==> src/rtl/cc_mim_pkg.sv <==
// Shared definitions for the CC MIM microsequencer: widths, microword field positions,
// branch condition codes and sequencer states.
package cc_mim_pkg;

  localparam int unsigned MicrowordWidth = 41;
  localparam int unsigned AddrWidth      = 11;

  localparam int unsigned FieldAHi     = 40;
  localparam int unsigned FieldALo     = 35;
  localparam int unsigned FieldAmux    = 34;
  localparam int unsigned FieldBHi     = 33;
  localparam int unsigned FieldBLo     = 28;
  localparam int unsigned FieldBmux    = 27;
  localparam int unsigned FieldCHi     = 26;
  localparam int unsigned FieldCLo     = 21;
  localparam int unsigned FieldCmux    = 20;
  localparam int unsigned FieldRd      = 19;
  localparam int unsigned FieldWr      = 18;
  localparam int unsigned FieldAluHi   = 17;
  localparam int unsigned FieldAluLo   = 14;
  localparam int unsigned FieldCondHi  = 13;
  localparam int unsigned FieldCondLo  = 11;
  localparam int unsigned FieldJaddrHi = 10;
  localparam int unsigned FieldJaddrLo = 0;

  typedef enum logic [2:0] {
    CondCsai   = 3'b000,
    CondN      = 3'b001,
    CondZ      = 3'b010,
    CondV      = 3'b011,
    CondC      = 3'b100,
    CondIr13   = 3'b101,
    CondJump   = 3'b110,
    CondDecode = 3'b111
  } cond_e;

  typedef enum logic [1:0] {
    StBoot = 2'b00,
    StExec = 2'b01,
    StWait = 2'b10
  } state_e;

endpackage

==> src/rtl/cc_mim_next_addr.sv <==
// Combinational next-microaddress selection: increment, conditional/unconditional jump,
// or opcode decode dispatch from the instruction register.
module cc_mim_next_addr
  import cc_mim_pkg::*;
(
  input  logic [AddrWidth-1:0] mpc_i,
  input  logic [2:0]           cond_i,
  input  logic [AddrWidth-1:0] jaddr_i,
  input  logic [3:0]           flags_i,
  input  logic [31:0]          ir_i,
  output logic [AddrWidth-1:0] next_o
);

  logic [AddrWidth-1:0] csai;
  logic [AddrWidth-1:0] decode;
  logic                 unused_ir;

  // Wraps naturally from the top of the control store back to 0.
  assign csai      = mpc_i + AddrWidth'(1);
  assign decode    = {1'b1, ir_i[31:30], ir_i[24:19], 2'b00};
  assign unused_ir = ^{ir_i[29:25], ir_i[18:14], ir_i[12:0]};

  // Flags are packed {n, z, v, c}.
  always_comb begin
    next_o = csai;
    case (cond_e'(cond_i))
      CondCsai:   next_o = csai;
      CondN:      next_o = flags_i[3] ? jaddr_i : csai;
      CondZ:      next_o = flags_i[2] ? jaddr_i : csai;
      CondV:      next_o = flags_i[1] ? jaddr_i : csai;
      CondC:      next_o = flags_i[0] ? jaddr_i : csai;
      CondIr13:   next_o = ir_i[13]   ? jaddr_i : csai;
      CondJump:   next_o = jaddr_i;
      CondDecode: next_o = decode;
      default:    next_o = csai;
    endcase
  end

endmodule

==> src/rtl/cc_mim_microsequencer.sv <==
// Microprogram sequencer: holds MIR/MPC, drives the control-store address and stalls on
// memory accesses until the active-low acknowledge arrives.
module cc_mim_microsequencer
  import cc_mim_pkg::*;
#(
  parameter int unsigned DATAWIDTH_MICROWORD = MicrowordWidth,
  parameter int unsigned DATAWIDTH_ADDRESS   = AddrWidth
) (
  input  logic                           CC_MIM_Microsequencer_CLOCK_50,
  input  logic                           CC_MIM_Microsequencer_RESET_InHigh,
  output logic [DATAWIDTH_ADDRESS-1:0]   CC_MIM_Microsequencer_CSAddr_OutBUS,
  input  logic [DATAWIDTH_MICROWORD-1:0] CC_MIM_Microsequencer_CSData_InBUS,
  input  logic [31:0]                    CC_MIM_Microsequencer_IR_InBUS,
  input  logic [3:0]                     CC_MIM_Microsequencer_Flags_InBUS,
  input  logic                           CC_MIM_Microsequencer_MemACK_InLow,
  output logic [5:0]                     CC_MIM_Microsequencer_A_OutBUS,
  output logic [5:0]                     CC_MIM_Microsequencer_B_OutBUS,
  output logic [5:0]                     CC_MIM_Microsequencer_C_OutBUS,
  output logic                           CC_MIM_Microsequencer_AMUX,
  output logic                           CC_MIM_Microsequencer_BMUX,
  output logic                           CC_MIM_Microsequencer_CMUX,
  output logic [3:0]                     CC_MIM_Microsequencer_ALU_OutBUS,
  output logic                           CC_MIM_Microsequencer_RD,
  output logic                           CC_MIM_Microsequencer_WR,
  output logic                           CC_MIM_Microsequencer_CWrite
);

  logic                      clk;
  logic                      rst;
  state_e                    state_q, state_d;
  logic [MicrowordWidth-1:0] mir_q, mir_d;
  logic [AddrWidth-1:0]      mpc_q, mpc_d;
  logic [AddrWidth-1:0]      next_addr;
  logic [AddrWidth-1:0]      cs_addr;
  logic                      cwrite;
  logic                      access;
  logic                      ack;
  logic                      boot_view;

  assign clk    = CC_MIM_Microsequencer_CLOCK_50;
  assign rst    = CC_MIM_Microsequencer_RESET_InHigh;
  assign ack    = ~CC_MIM_Microsequencer_MemACK_InLow;
  // RD and WR together are one access completed by a single acknowledge.
  assign access = mir_q[FieldRd] | mir_q[FieldWr];

  cc_mim_next_addr u_next_addr (
    .mpc_i   (mpc_q),
    .cond_i  (mir_q[FieldCondHi:FieldCondLo]),
    .jaddr_i (mir_q[FieldJaddrHi:FieldJaddrLo]),
    .flags_i (CC_MIM_Microsequencer_Flags_InBUS),
    .ir_i    (CC_MIM_Microsequencer_IR_InBUS),
    .next_o  (next_addr)
  );

  always_comb begin
    state_d = state_q;
    mir_d   = mir_q;
    mpc_d   = mpc_q;
    cs_addr = mpc_q;
    cwrite  = 1'b0;
    unique case (state_q)
      StBoot: begin
        cs_addr = '0;
        mir_d   = CC_MIM_Microsequencer_CSData_InBUS;
        mpc_d   = '0;
        state_d = StExec;
      end
      StExec, StWait: begin
        if (!access || ack) begin
          cwrite  = 1'b1;
          cs_addr = next_addr;
          mir_d   = CC_MIM_Microsequencer_CSData_InBUS;
          mpc_d   = next_addr;
          state_d = StExec;
        end else begin
          state_d = StWait;
        end
      end
      default: state_d = StBoot;
    endcase
    // Reset forces the boot view immediately, overriding ack and branch decisions.
    if (rst) begin
      cs_addr = '0;
      cwrite  = 1'b0;
    end
  end

  always_ff @(posedge clk) begin
    if (rst) begin
      state_q <= StBoot;
      mir_q   <= '0;
      mpc_q   <= '0;
    end else begin
      state_q <= state_d;
      mir_q   <= mir_d;
      mpc_q   <= mpc_d;
    end
  end

  assign boot_view = rst | (state_q == StBoot);

  assign CC_MIM_Microsequencer_CSAddr_OutBUS = cs_addr;
  assign CC_MIM_Microsequencer_CWrite        = cwrite;
  assign CC_MIM_Microsequencer_A_OutBUS      = boot_view ? '0 : mir_q[FieldAHi:FieldALo];
  assign CC_MIM_Microsequencer_B_OutBUS      = boot_view ? '0 : mir_q[FieldBHi:FieldBLo];
  assign CC_MIM_Microsequencer_C_OutBUS      = boot_view ? '0 : mir_q[FieldCHi:FieldCLo];
  assign CC_MIM_Microsequencer_AMUX          = boot_view ? 1'b0 : mir_q[FieldAmux];
  assign CC_MIM_Microsequencer_BMUX          = boot_view ? 1'b0 : mir_q[FieldBmux];
  assign CC_MIM_Microsequencer_CMUX          = boot_view ? 1'b0 : mir_q[FieldCmux];
  assign CC_MIM_Microsequencer_ALU_OutBUS    = boot_view ? '0 : mir_q[FieldAluHi:FieldAluLo];
  assign CC_MIM_Microsequencer_RD            = boot_view ? 1'b0 : mir_q[FieldRd];
  assign CC_MIM_Microsequencer_WR            = boot_view ? 1'b0 : mir_q[FieldWr];

endmodule

==> config.mk <==
export PLATFORM = sky130hd
export DESIGN_NAME = cc_mim_microsequencer
export DESIGN_NICKNAME = d
export VERILOG_FILES = /design/src/rtl/cc_mim_pkg.sv /design/src/rtl/cc_mim_next_addr.sv /design/src/rtl/cc_mim_microsequencer.sv
export SDC_FILE = /design/constraint.sdc
export NUM_CORES = 1
export LEC_CHECK = 0
export ABC_AREA = 1
export CAP_MARGIN = 5
export CORE_MARGIN = 1.5
export CORE_UTILIZATION = 40
export CTS_BUF_LIST = sky130_fd_sc_hd__clkbuf_8 sky130_fd_sc_hd__clkbuf_16
export DETAILED_ROUTE_END_ITERATION = 7
export GPL_TIMING_DRIVEN = 0
export PLACE_DENSITY = 0.76
export SLEW_MARGIN = 20
export SYNTH_ARGS = -nofsm -noshare
export SYNTH_HDL_FRONTEND = slang
export SYNTH_SLANG_ARGS = --single-unit
==> constraint.sdc <==
create_clock -name CC_MIM_Microsequencer_CLOCK_50 -period 1.31 [get_ports CC_MIM_Microsequencer_CLOCK_50]
set_input_delay 0.131 -clock CC_MIM_Microsequencer_CLOCK_50 [delete_from_list [all_inputs] [get_ports CC_MIM_Microsequencer_CLOCK_50]]
set_output_delay 0.131 -clock CC_MIM_Microsequencer_CLOCK_50 [all_outputs]
set_load 0.005 [all_outputs]
==> out/metrics.cfg <==
[global_routing]
antenna_found_initial = 0
grt_pass1_vias = 3543
grt_max_degree = 17
grt_pass1_wl_mm = 16.8
gr-usage-all-layers_pct = 24.9
gr-total-overflow = 0

[hold_path]
whs_endpoint = mir_q[5]$_SDFFE_PP0P_
worstHoldPathType = in2reg
min_from = CC_MIM_Microsequencer_CSData_InBUS[5]
hold-path-cell-count = 3

[placed_design]
place_inst = 676
port_buffers = 95
gp_congestion = 0.938
hpwl_mm = 6.85

[timing]
finalCritPeriodShare_pct = 163
setup_slack_ps = -821
setup_viol = 91
tightestPinTransition_ps = 731
hold_ws_ps = 373
maxSlewHeadroom_pct = 51.2
clock_skew_ps = 8.91
fmax_mhz = 469
period_minus_slack_ps = 2130
final-hold-violation-count = 0
slew_viol_final = 0
grt_setup_unrepaired = true

[detailed_routing]
via_per_inst = 5.31
drt-wirelength-per-cell_um = 16.1
drt_iter0_markers = 212
drtAntennaViolNets = 0
drc = 1
drtPass1Iterations = 7
wl_mm = 11.7
vias = 3874

[worst_setup_path]
worst_setup_path_end_kind = output port
ff2ff_setup_slack_ps = -580
worstRegToRegCells = 13
crit_fanout = 4
critPathArrivalTime_ps = 2000
cp.required_ps = 1180
worst_r2r_endpoint = mpc_q[7]$_DFF_P_
setup.worst_path.class = reg2out
start_kind = flop
regToRegStartpoint = mir_q[11]$_SDFFE_PP0P_

[synthesis]
synth.largest_area_cell = dfxtp_1
yosys_warnings = 0
synth_commonest_cells = nand2_1 (115), nor2_1 (87), inv_1 (57), dfxtp_1 (54), a211oi_1 (33)
synth_edf_count = 0
syn-num-nets = 565
synthFlopType = dfxtp_1
synth-seq-area-share_pct = 35.1
syn_inst = 482
synthArstFlopShare_pct = 0
yosys-top-cells-area = dfxtp_1 (35%), nand2_1 (14%), nor2_1 (11%)
ys_types = 37
yosysMostFrequentCell = nand2_1
syn-cell-area_um2 = 3080
synth_area_per_cell_um2 = 6.39
synth.top_cell.area_share_pct = 35.1
ys_seq_elements = 54

[floorplanning]
die_x_um = 90.8
dieArea_um2 = 8240
rows = 31
start_util_pct = 41.8
num_io_pins = 119
die_h_um = 90.8
core_area_um2 = 7370

[power_and_ir_drop]
ir_worst_vdd_mv = 0.768
power_density_nw_per_um2 = 1090
p_leak_nw = 2.37
totalPowerFinal_mw = 6.07

[clock_network]
clock_sinks = 54
clk_pin_slew_ps = 110
htreeDepth = 2
root_buffer = clkbuf_8
cts_tree = built
clk_latency_ps = 310
cts_buffers = 5
clk_path_buf_depth = 2

[job]
cap_violations = 0

[final_layout]
fillers = 526
stdcell_count = 730
drive_above_1_share_pct = 46.3
area_growth_syn_to_layout_pct = 80.9
antenna_cells = 0
utilization_pct = 75.6
layout.nets = 714

[outcome]
status = finished with violations
violations = DRC, setup timing

==> timing repair <==
action / CTS / global route
setup endpoints to repair: 93 / 91
resized for setup: 246 / 140
setup buffers: 31 / 16
hold buffers: 0 / 0
pin swaps: 36 / 52
gates cloned: 7 / 2
==> cells in the final DEF, fill, tap and decap left out, drive strengths merged, types with 3 or more instances in the layout <==
cell type / instances
clkbuf: 12
a21oi: 34
a211oi: 33
o21ai: 12
nand4: 4
or2: 3
nor3: 3
nand3: 31
inv: 61
ha: 3
nor2: 91
clkdlybuf4s50: 56
dfxtp: 54
clkinv: 6
nand2: 118
buf: 98
==> registers in the layout, summed over array words and instances, names as in the netlist <==
signal,cells
mpc_q,11
mir_q,41
state_q,2
==> power by group <==
| group | total [mW] | internal, mW | switching, mW |
|---|---|---|---|
| registers | 2.02 | 1.87 | 0.145 |
| logic | 3.08 | 1.45 | 1.64 |
| clock network | 0.970 | 0.373 | 0.598 |
| total | 6.07 | 3.69 | 2.38 |
==> critical path, stage by stage, from the launching register on <==
cell      delay, ps
dfxtp_4         440
inv_8            50
nor2_4          180
buf_6           140
nand3_4          80
inv_2            60
nor2_2           40
nand3b_4        110
nand3_1          90
nand2_1          80
nand2_1          80
a21oi_2         190
buf_2           150
==> how the worst max path moves through the flow <==
stage | from | slack, ps | cells past startpoint | end
after floorplan | mpc_q[1]$_DFF_P_ | -50 | 11 | CC_MIM_Microsequencer_CSAddr_OutBUS[10]
after global placement | CC_MIM_Microsequencer_IR_InBUS[13] | -1110 | 10 | CC_MIM_Microsequencer_CSAddr_OutBUS[10]
after detailed placement | CC_MIM_Microsequencer_IR_InBUS[13] | -1140 | 10 | CC_MIM_Microsequencer_CSAddr_OutBUS[10]
after CTS | mir_q[12]$_SDFFE_PP0P_ | -680 | 12 | CC_MIM_Microsequencer_CSAddr_OutBUS[9]
after global routing | mir_q[11]$_SDFFE_PP0P_ | -880 | 12 | CC_MIM_Microsequencer_CSAddr_OutBUS[10]
final | mir_q[11]$_SDFFE_PP0P_ | -820 | 12 | CC_MIM_Microsequencer_CSAddr_OutBUS[10]
==> metrics by stage <==
step                      cell area [µm²]  setup TNS (ps)  worst slack, ps
after floorplan                      3360            -271            -53.8
after global placement               4440          -44550            -1110
after detailed placement             4440          -45700            -1140
after CTS                            4940          -28940             -679
after global routing                 5570          -37150             -883
final                                5570          -32800             -821
==> final cells by class <==
cell class | count | area (µm²) | share of cell area [%]
repair buffers | 147 | 1400 | 25.2
flip-flops and latches | 54 | 1100 | 19.7
plain buffers | 14 | 149 | 2.67
clock buffers | 5 | 68.8 | 1.23
clock inverters | 2 | 13.8 | 0.247
well taps | 99 | 124 | 2.22
multi-input cells | 343 | 2410 | 43.3
inverters | 65 | 289 | 5.19
repair inverters | 1 | 11.3 | 0.202
==> per-layer routing <==
metal  routed length (µm)  track usage, %
met2                 6110            45.4
met5                    0               0
met1                 4590            29.8
met4                  243            5.03
met3                  788            5.22
==> logic make-up (layout without fill, tap and decap cells) <==
kind of cell               after synthesis  count (layout)  share of synthesized area (%)
and+or+nand+nor                        251             252                           33.9
adders and majority gates                3               3                           1.22
DFF                                     54              54                           35.1
buffers and inverters                   86             234                           11.4
xor gates and xnor gates                 4               4                           1.14
AOI/OAI and AO/OA                       84              84                           17.3
No activity file was read; power rests on OpenSTA's default activity.
